### src/rtl/alu_cmd_sequencer.sv
// Stored command list initiator for the ALU/accumulator datapath.
// Issues up to DEPTH {op, a} commands over valid/ready and samples the result.
module alu_cmd_sequencer #(
  parameter int DEPTH = 8,
  parameter int AW    = 3
) (
  input  logic          CLK,
  input  logic          reset,
  input  logic          wr_en,
  input  logic [AW-1:0] wr_addr,
  input  logic [2:0]    wr_op,
  input  logic [3:0]    wr_a,
  input  logic [AW:0]   len,
  input  logic          start,
  output logic [2:0]    op_sel,
  output logic [3:0]    op_a,
  output logic          op_valid,
  input  logic          op_ready,
  input  logic [7:0]    res_in,
  output logic          busy,
  output logic          done,
  output logic [7:0]    res_last,
  output logic [AW:0]   cmd_count
);

  typedef enum logic [1:0] {
    IDLE,
    ISSUE,
    SETTLE,
    DONE
  } state_t;

  localparam logic [AW:0] DMAX = (AW+1)'(DEPTH);

  state_t        state;
  logic [2:0]    slot_op [DEPTH];
  logic [3:0]    slot_a  [DEPTH];
  logic [AW:0]   n;
  logic [AW-1:0] idx;

  logic [AW:0]   len_c;
  logic [AW-1:0] nidx;
  logic [2:0]    fwd_op;
  logic [3:0]    fwd_a;
  logic [AW:0]   cnt_nx;

  // Slot 0 is forwarded so a write in the start cycle is seen by the run.
  always_comb begin
    len_c  = (len > DMAX) ? DMAX : len;
    nidx   = idx + AW'(1);
    cnt_nx = cmd_count + (AW+1)'(1);
    fwd_op = slot_op[0];
    fwd_a  = slot_a[0];
    if (wr_en && (wr_addr == '0)) begin
      fwd_op = wr_op;
      fwd_a  = wr_a;
    end
  end

  always_ff @(posedge CLK or negedge reset) begin
    if (!reset) begin
      state     <= IDLE;
      n         <= '0;
      idx       <= '0;
      op_sel    <= '0;
      op_a      <= '0;
      op_valid  <= 1'b0;
      busy      <= 1'b0;
      done      <= 1'b0;
      res_last  <= '0;
      cmd_count <= '0;
      for (int i = 0; i < DEPTH; i++) begin
        slot_op[i] <= '0;
        slot_a[i]  <= '0;
      end
    end else begin
      done <= 1'b0;
      unique case (state)
        IDLE: begin
          if (wr_en) begin
            slot_op[wr_addr] <= wr_op;
            slot_a[wr_addr]  <= wr_a;
          end
          if (start) begin
            n         <= len_c;
            idx       <= '0;
            cmd_count <= '0;
            if (len_c == '0) begin
              state <= DONE;
            end else begin
              state    <= ISSUE;
              busy     <= 1'b1;
              op_valid <= 1'b1;
              op_sel   <= fwd_op;
              op_a     <= fwd_a;
            end
          end
        end
        ISSUE: begin
          if (op_ready) begin
            state    <= SETTLE;
            op_valid <= 1'b0;
            op_sel   <= '0;
            op_a     <= '0;
          end
        end
        SETTLE: begin
          res_last  <= res_in;
          cmd_count <= cnt_nx;
          idx       <= nidx;
          if (cnt_nx == n) begin
            state <= DONE;
            busy  <= 1'b0;
          end else begin
            state    <= ISSUE;
            op_valid <= 1'b1;
            op_sel   <= slot_op[nidx];
            op_a     <= slot_a[nidx];
          end
        end
        DONE: begin
          done  <= 1'b1;
          state <= IDLE;
        end
        default: state <= IDLE;
      endcase
    end
  end

endmodule
### config.mk
export PLATFORM = sky130hd
export DESIGN_NAME = alu_cmd_sequencer
export DESIGN_NICKNAME = d
export VERILOG_FILES = /design/src/rtl/alu_cmd_sequencer.sv
export SDC_FILE = /design/constraint.sdc
export NUM_CORES = 1
export LEC_CHECK = 0
export BUFFER_PORTS_ARGS = -buffer_cell sky130_fd_sc_hd__buf_2
export CORE_MARGIN = 5
export CORE_UTILIZATION = 53
export CTS_BUF_LIST = sky130_fd_sc_hd__clkbuf_8
export CTS_CLUSTER_DIAMETER = 30
export DETAILED_ROUTE_END_ITERATION = 12
export PLACE_DENSITY = 0.81
export SLEW_MARGIN = 20
export SYNTH_ARGS = -nofsm -noshare
export SYNTH_HDL_FRONTEND = slang
export SYNTH_SLANG_ARGS = --single-unit
### constraint.sdc
create_clock -name CLK -period 2.7 [get_ports CLK]
set_input_delay 0.405 -clock CLK [delete_from_list [all_inputs] [get_ports CLK]]
set_output_delay 0.405 -clock CLK [all_outputs]
set_load 0.05 [all_outputs]
; ---- Word level (Yosys, flattened, before mapping)
; Cells that the tools add are included.
[word_totals]
ff_bits = 87
output_inout_bits = 22
elab_cells = 98
inputBits = 27
[op_classes]
bitwise = 2
muxes = 42
addsub = 2
order_cmp = 4
eq_ne = 9
n_reduce_logical = 13
[op_table]
columns = cell, count
row1 = $mux 4, 10
row2 = $bwmux 32, 1
row3 = $mux 3, 9
row4 = $bwmux 24, 1
row5 = $bmux 4 s3, 1
row6 = $demux 4 s3, 1
row7 = $pmux 4 s3, 1
row8 = $ne 2x2->1 const B, 5
row9 = $bmux 3 s3, 1
row10 = $demux 3 s3, 1
row11 = $pmux 3 s3, 1
row12 = $ge 4x4->1 const B, 2
row13 = $mux 2, 4
row14 = $not 3->4, 2
row15 = $pmux 2 s4, 1
row16 = $pmux 4 s2, 1
row17 = $reduce_and 2->1, 4
row18 = $mux 1, 6
row19 = $pmux 3 s2, 1
row20 = $reduce_and 5->1, 1
row21 = $add 4x1->4 const B, 1
row22 = $eq 2x2->1 const B, 2
row23 = $eq 4x4->1, 1
row24 = $gt 4x4->1 const B, 1
row25 = other kinds (12), 13

; ---- Longest topological paths before layout
[depth]
word_depth = 7
mapped_depth = 7

; ---- Worst setup path after synthesis
; OpenSTA, ideal clock, no wires.
[synth_timing]
path_type = register to register
startpoint = register cmd_count[0]
endpoint = register op_a[0]
synth_period_minus_slack_ps = 2260
stages_incl_launch_ff = 6
path_slack_ps = 440
arrival_time_ps = 2135
setup_time_ps = 125
required_time_ps = 2575
cell_sequence = dfrtp_1 -> ha_1 -> xnor3_1 -> nand4_1 -> o211ai_2 -> mux2_2
[synth_via]
elab_chain_cells = 4
[synth_rtl]
columns = element, line_no
row1 = start: declaration, 23  ; output logic [AW:0] cmd_count
row2 = start signal: assignment, 109  ; cmd_count <= cnt_nx;
row3 = $add 4x1->4, 51  ; cnt_nx = cmd_count + (AW+1)'(1);
row4 = $eq 4x4->1, 111  ; if (cnt_nx == n) begin
row5 = $ne 2x2->1 (no source line), n/a
row6 = $reduce_and 5->1 (no source line), n/a
row7 = end signal: assignment, 95  ; op_a <= fwd_a;
row8 = end signal: assignment, 118  ; op_a <= slot_a[nidx];
row9 = end: declaration, 16  ; output logic [3:0] op_a,
; No other way between the ends.
; A chain may end at the register's enable or synchronous reset.

; ---- Final worst setup path
[layout_timing]
startpoint = register idx[1]
endpoint = register op_a[3]
[layout_via]
elab_chain_cells = 7
[layout_rtl]
columns = element, line_no
row1 = start: declaration, 39  ; logic [AW-1:0] idx;
row2 = start signal: assignment, 110  ; idx <= nidx;
row3 = $add 3x1->3, 50  ; nidx = idx + AW'(1);
row4 = $not 3->4 (implied by the code), 118
row5 = $bmux 4 s3, 118
row6 = $mux 4 (implied by the code) (2 in series), 118
row7 = $mux 4, 111
row8 = $pmux 4 s3, 78  ; unique case (state)
; No other way between the ends. The select of a mux whose other input is x is not followed.

==> flow_metrics.tcl <==
set metrics [dict create \
    placed_area_um2 4596 \
    worst_setup_hold_path_clk_slew_ps 90 \
    power.density_cell_area_nw_per_um2 1228 \
    fin_nets 385 \
    timing.rr.start "idx[1]$_DFFE_PN0P_" \
    post_drt_antenna_nets 0 \
    postLayoutCoreUtil_pct 62.00 \
    avgSynthCellArea_um2 14.19 \
    grt_util_all_layers_pct 18.10 \
    cts-resized-gates 0 \
    design.die.area_um2 9837 \
    worstMarginPinSlew_ps 724.3 \
    clk-insertion-delay-late_ps 360 \
    synth_enable_flop_cells 0 \
    cts_inserted_buffers 9 \
    net_count_of_the_mapped_netlist 330 \
    pin_count_of_the_biggest_net_entering_global_routing 51 \
    final-max-slew-violation-count 0 \
    number_of_global_route_vias_before_repair 2796 \
    detail_route.iter0.violations 95 \
    leakage_uw 0.002115 \
    postCtsSetupBuffers 0 \
    max-cap-violations 0 \
    crit_required_ps 2950 \
    rsz_0062_raised_after_global_routing "false" \
    finalWorstPathRequiredPeriod_ps 2319 \
    fmaxAchievable_ghz 0.4312 \
    synth_seq_cells 87 \
    postLayoutSetupSlackWorst_ps 381.0 \
    layout_worst_path_cycle_share_pct 85.89 \
    placement.io_buffers 48 \
    timing.clock.skew_ps 10.94 \
    critPathArrivalTime_ps 2570 \
    kind_of_critical_path "reg2reg" \
    gp_congestion 0.7983 \
    violations_in_the_final_reports "hold timing" \
    vias 2596 \
    layout.cell_area.non_filler_um2 4791 \
    top_flip_flop_cell_by_instance_count_after_synthesis "dfrtp_1" \
    ys_async_sr_fraction_pct 100.0 \
    netlist.area_leader.share_pct 51.65 \
    ctsHoldBuffers 0 \
    timing.reg2reg.setup_slack_ps 380 \
    synthToLayoutAreaGrowth_pct 13.65 \
    endpoint_kind "flip-flop" \
    clk_root_buffer_cell "clkbuf_8" \
    drt-pass1-iter-count 4 \
    hold-worst-slack_ps -4.188 \
    placeable_core_region_um2 7727 \
    insertedDiodeCount 0 \
    final_layout_size_suffix_gt1_share_pct 46.78 \
    worst_r2r_path_depth 6 \
    syn-cell-area_um2 4215 \
    synth_warnings 0 \
    fin_setup_tns_ps 0 \
    setup_viol 0 \
    initial_core_util_pct 54.55 \
    cts-htree-levels 3 \
    chip_height_um 99.18 \
    postSynthCellCount 297 \
    worst_setup_path_startpoint "idx[1]$_DFFE_PN0P_" \
    timing.max_slew.rel_slack_pct 51.51 \
    grt_first_pass_wirelength_um 13970 \
    top_level_ports 49 \
    clkSinkCount 87 \
    overall_die_width_um 99.18 \
    drt-total-wl_um 8376 \
    dp_worst_setup_slack_ps 367.9 \
    clock_path_buffers 2 \
    drc 0 \
    crit_path_start_kind "flip-flop" \
    worstPathMaxFanout 12 \
    ys_seq_area_share_pct 51.65 \
    synth.largest_area_cell "dfrtp_1" \
    vdd_ir_drop_max_mv 0.5853 \
    synth_cell_type_count 44 \
    setup.worst_path.end "op_a[3]$_DFFE_PN0P_" \
    synthTopCellsByArea "dfrtp_1 52%, mux2_2 19%, mux4_2 7.5%, mux2i_1 4.5%, ha_1 1.8%" \
    worst_r2r_endpoint "op_a[3]$_DFFE_PN0P_" \
    global_route.overflow_total 0 \
    min-delay-path-class "in2async" \
    hold_viol_final 4 \
    place_hpwl_um 5948 \
    route.detailed.vias_per_inst 5.656 \
    wl_per_cell_um 18.25 \
    rows 32 \
    outcome "finished with violations" \
    cts_tree "yes" \
    grt_antenna_before_repair 0 \
]
[state kept, by name (all words and copies together) (netlist names), 3 cells and up]
signal	count
slot_a	32
op_a	4
op_sel	3
cmd_count	4
res_last	8
idx	3
n	4
slot_op	24
[cells in the final DEF (no fill, tap or decap), drive strengths merged, types with 7 or more instances in the layout]
cell type,count
dfrtp,87
mux4,14
o22ai,7
inv,7
nand2,9
nor2,10
mux2i,19
o21ai,9
clkbuf,9
buf,57
mux2,72
[critical path, cell delays in order (launching register included)]
cell and delay, ps:
dfrtp_1 410, ha_1 700, buf_4 260, mux4_2 320, mux2i_1 160, o22ai_1 90
mux2_2 270
[where the power goes]
group	switching [uW]	total (uW)	leakage (uW)	internal [uW]
clock	473	903	0.000104	431
combinational	1410	2720	0.000934	1300
sequential	355	2260	0.00108	1910
total	2240	5880	0.00212	3640
[per-stage QoR]
step           power, uW  hold slack, ps  instances
2_1_floorplan       4388           109.4        297
3_3_place_gp        4882           396.1        443
3_5_place_dp        5009           406.9        443
4_1_cts             5927           13.10        459
5_1_grt             6244           23.56        459
6_report            5882          -4.188        459
[logic make-up (layout without fill, tap and decap cells)]
| logic type | Yosys count | after routing | synth area share, % |
|---|---|---|---|
| flops | 87 | 87 | 51.65 |
| simple gates | 44 | 44 | 6.204 |
| fa+ha+maj | 6 | 6 | 1.781 |
| mux | 105 | 105 | 31.23 |
| compound gates | 29 | 29 | 4.720 |
| buf+inv | 18 | 78 | 2.256 |
| xor+xnor | 8 | 8 | 2.167 |
[worst min-delay path by stage]
stage                                   end  startpoint  cells after the start  slack (ps)
floorplan                  busy$_DFFE_PN0P_       reset                      0         110
global placement    res_last[5]$_DFFE_PN0P_       reset                      1         400
detailed placement  res_last[5]$_DFFE_PN0P_       reset                      1         410
CTS                 res_last[5]$_DFFE_PN0P_       reset                      1          10
global route        res_last[5]$_DFFE_PN0P_       reset                      1          20
finish              res_last[5]$_DFFE_PN0P_       reset                      1          -4
[cells in the mapped netlist, types with 2 or more instances]
cell type and count:
dfrtp_1 87, mux2_2 72, mux2i_1 19, mux4_2 14, nor2_1 10, nand2_1 9
o21ai_0 9, o22ai_1 7, buf_2 6, ha_1 6, inv_1 5, nor2b_1 5
nand2b_1 4, nand3_1 4, xnor2_1 4, a221oi_1 2, a22o_1 2, buf_6 2
clkbuf_1 2, nor3_2 2, or4b_1 2, xor2_1 2
[routing by layer]
metal / GRT usage [%] / wire (um) / up-vias
met1: 24.22 / 3756 / 1323
li1: - / - / 1208
met2: 29.24 / 4088 / 56
met4: 5.672 / 98 / 0
met5: 0 / 0 / -
met3: 4.488 / 433 / 9
[cell type report]
| type | count | area (um2) |
|---|---|---|
| clock inverter | 7 | 71.32 |
| sequential | 87 | 2177 |
| multi-input combinational | 192 | 1949 |
| clock buffer | 9 | 123.9 |
| timing repair buffer | 57 | 322.8 |
| fill | 609 | 2937 |
| tap | 102 | 127.6 |
| inverter | 5 | 18.77 |
Power figures use the tool's default switching activity.
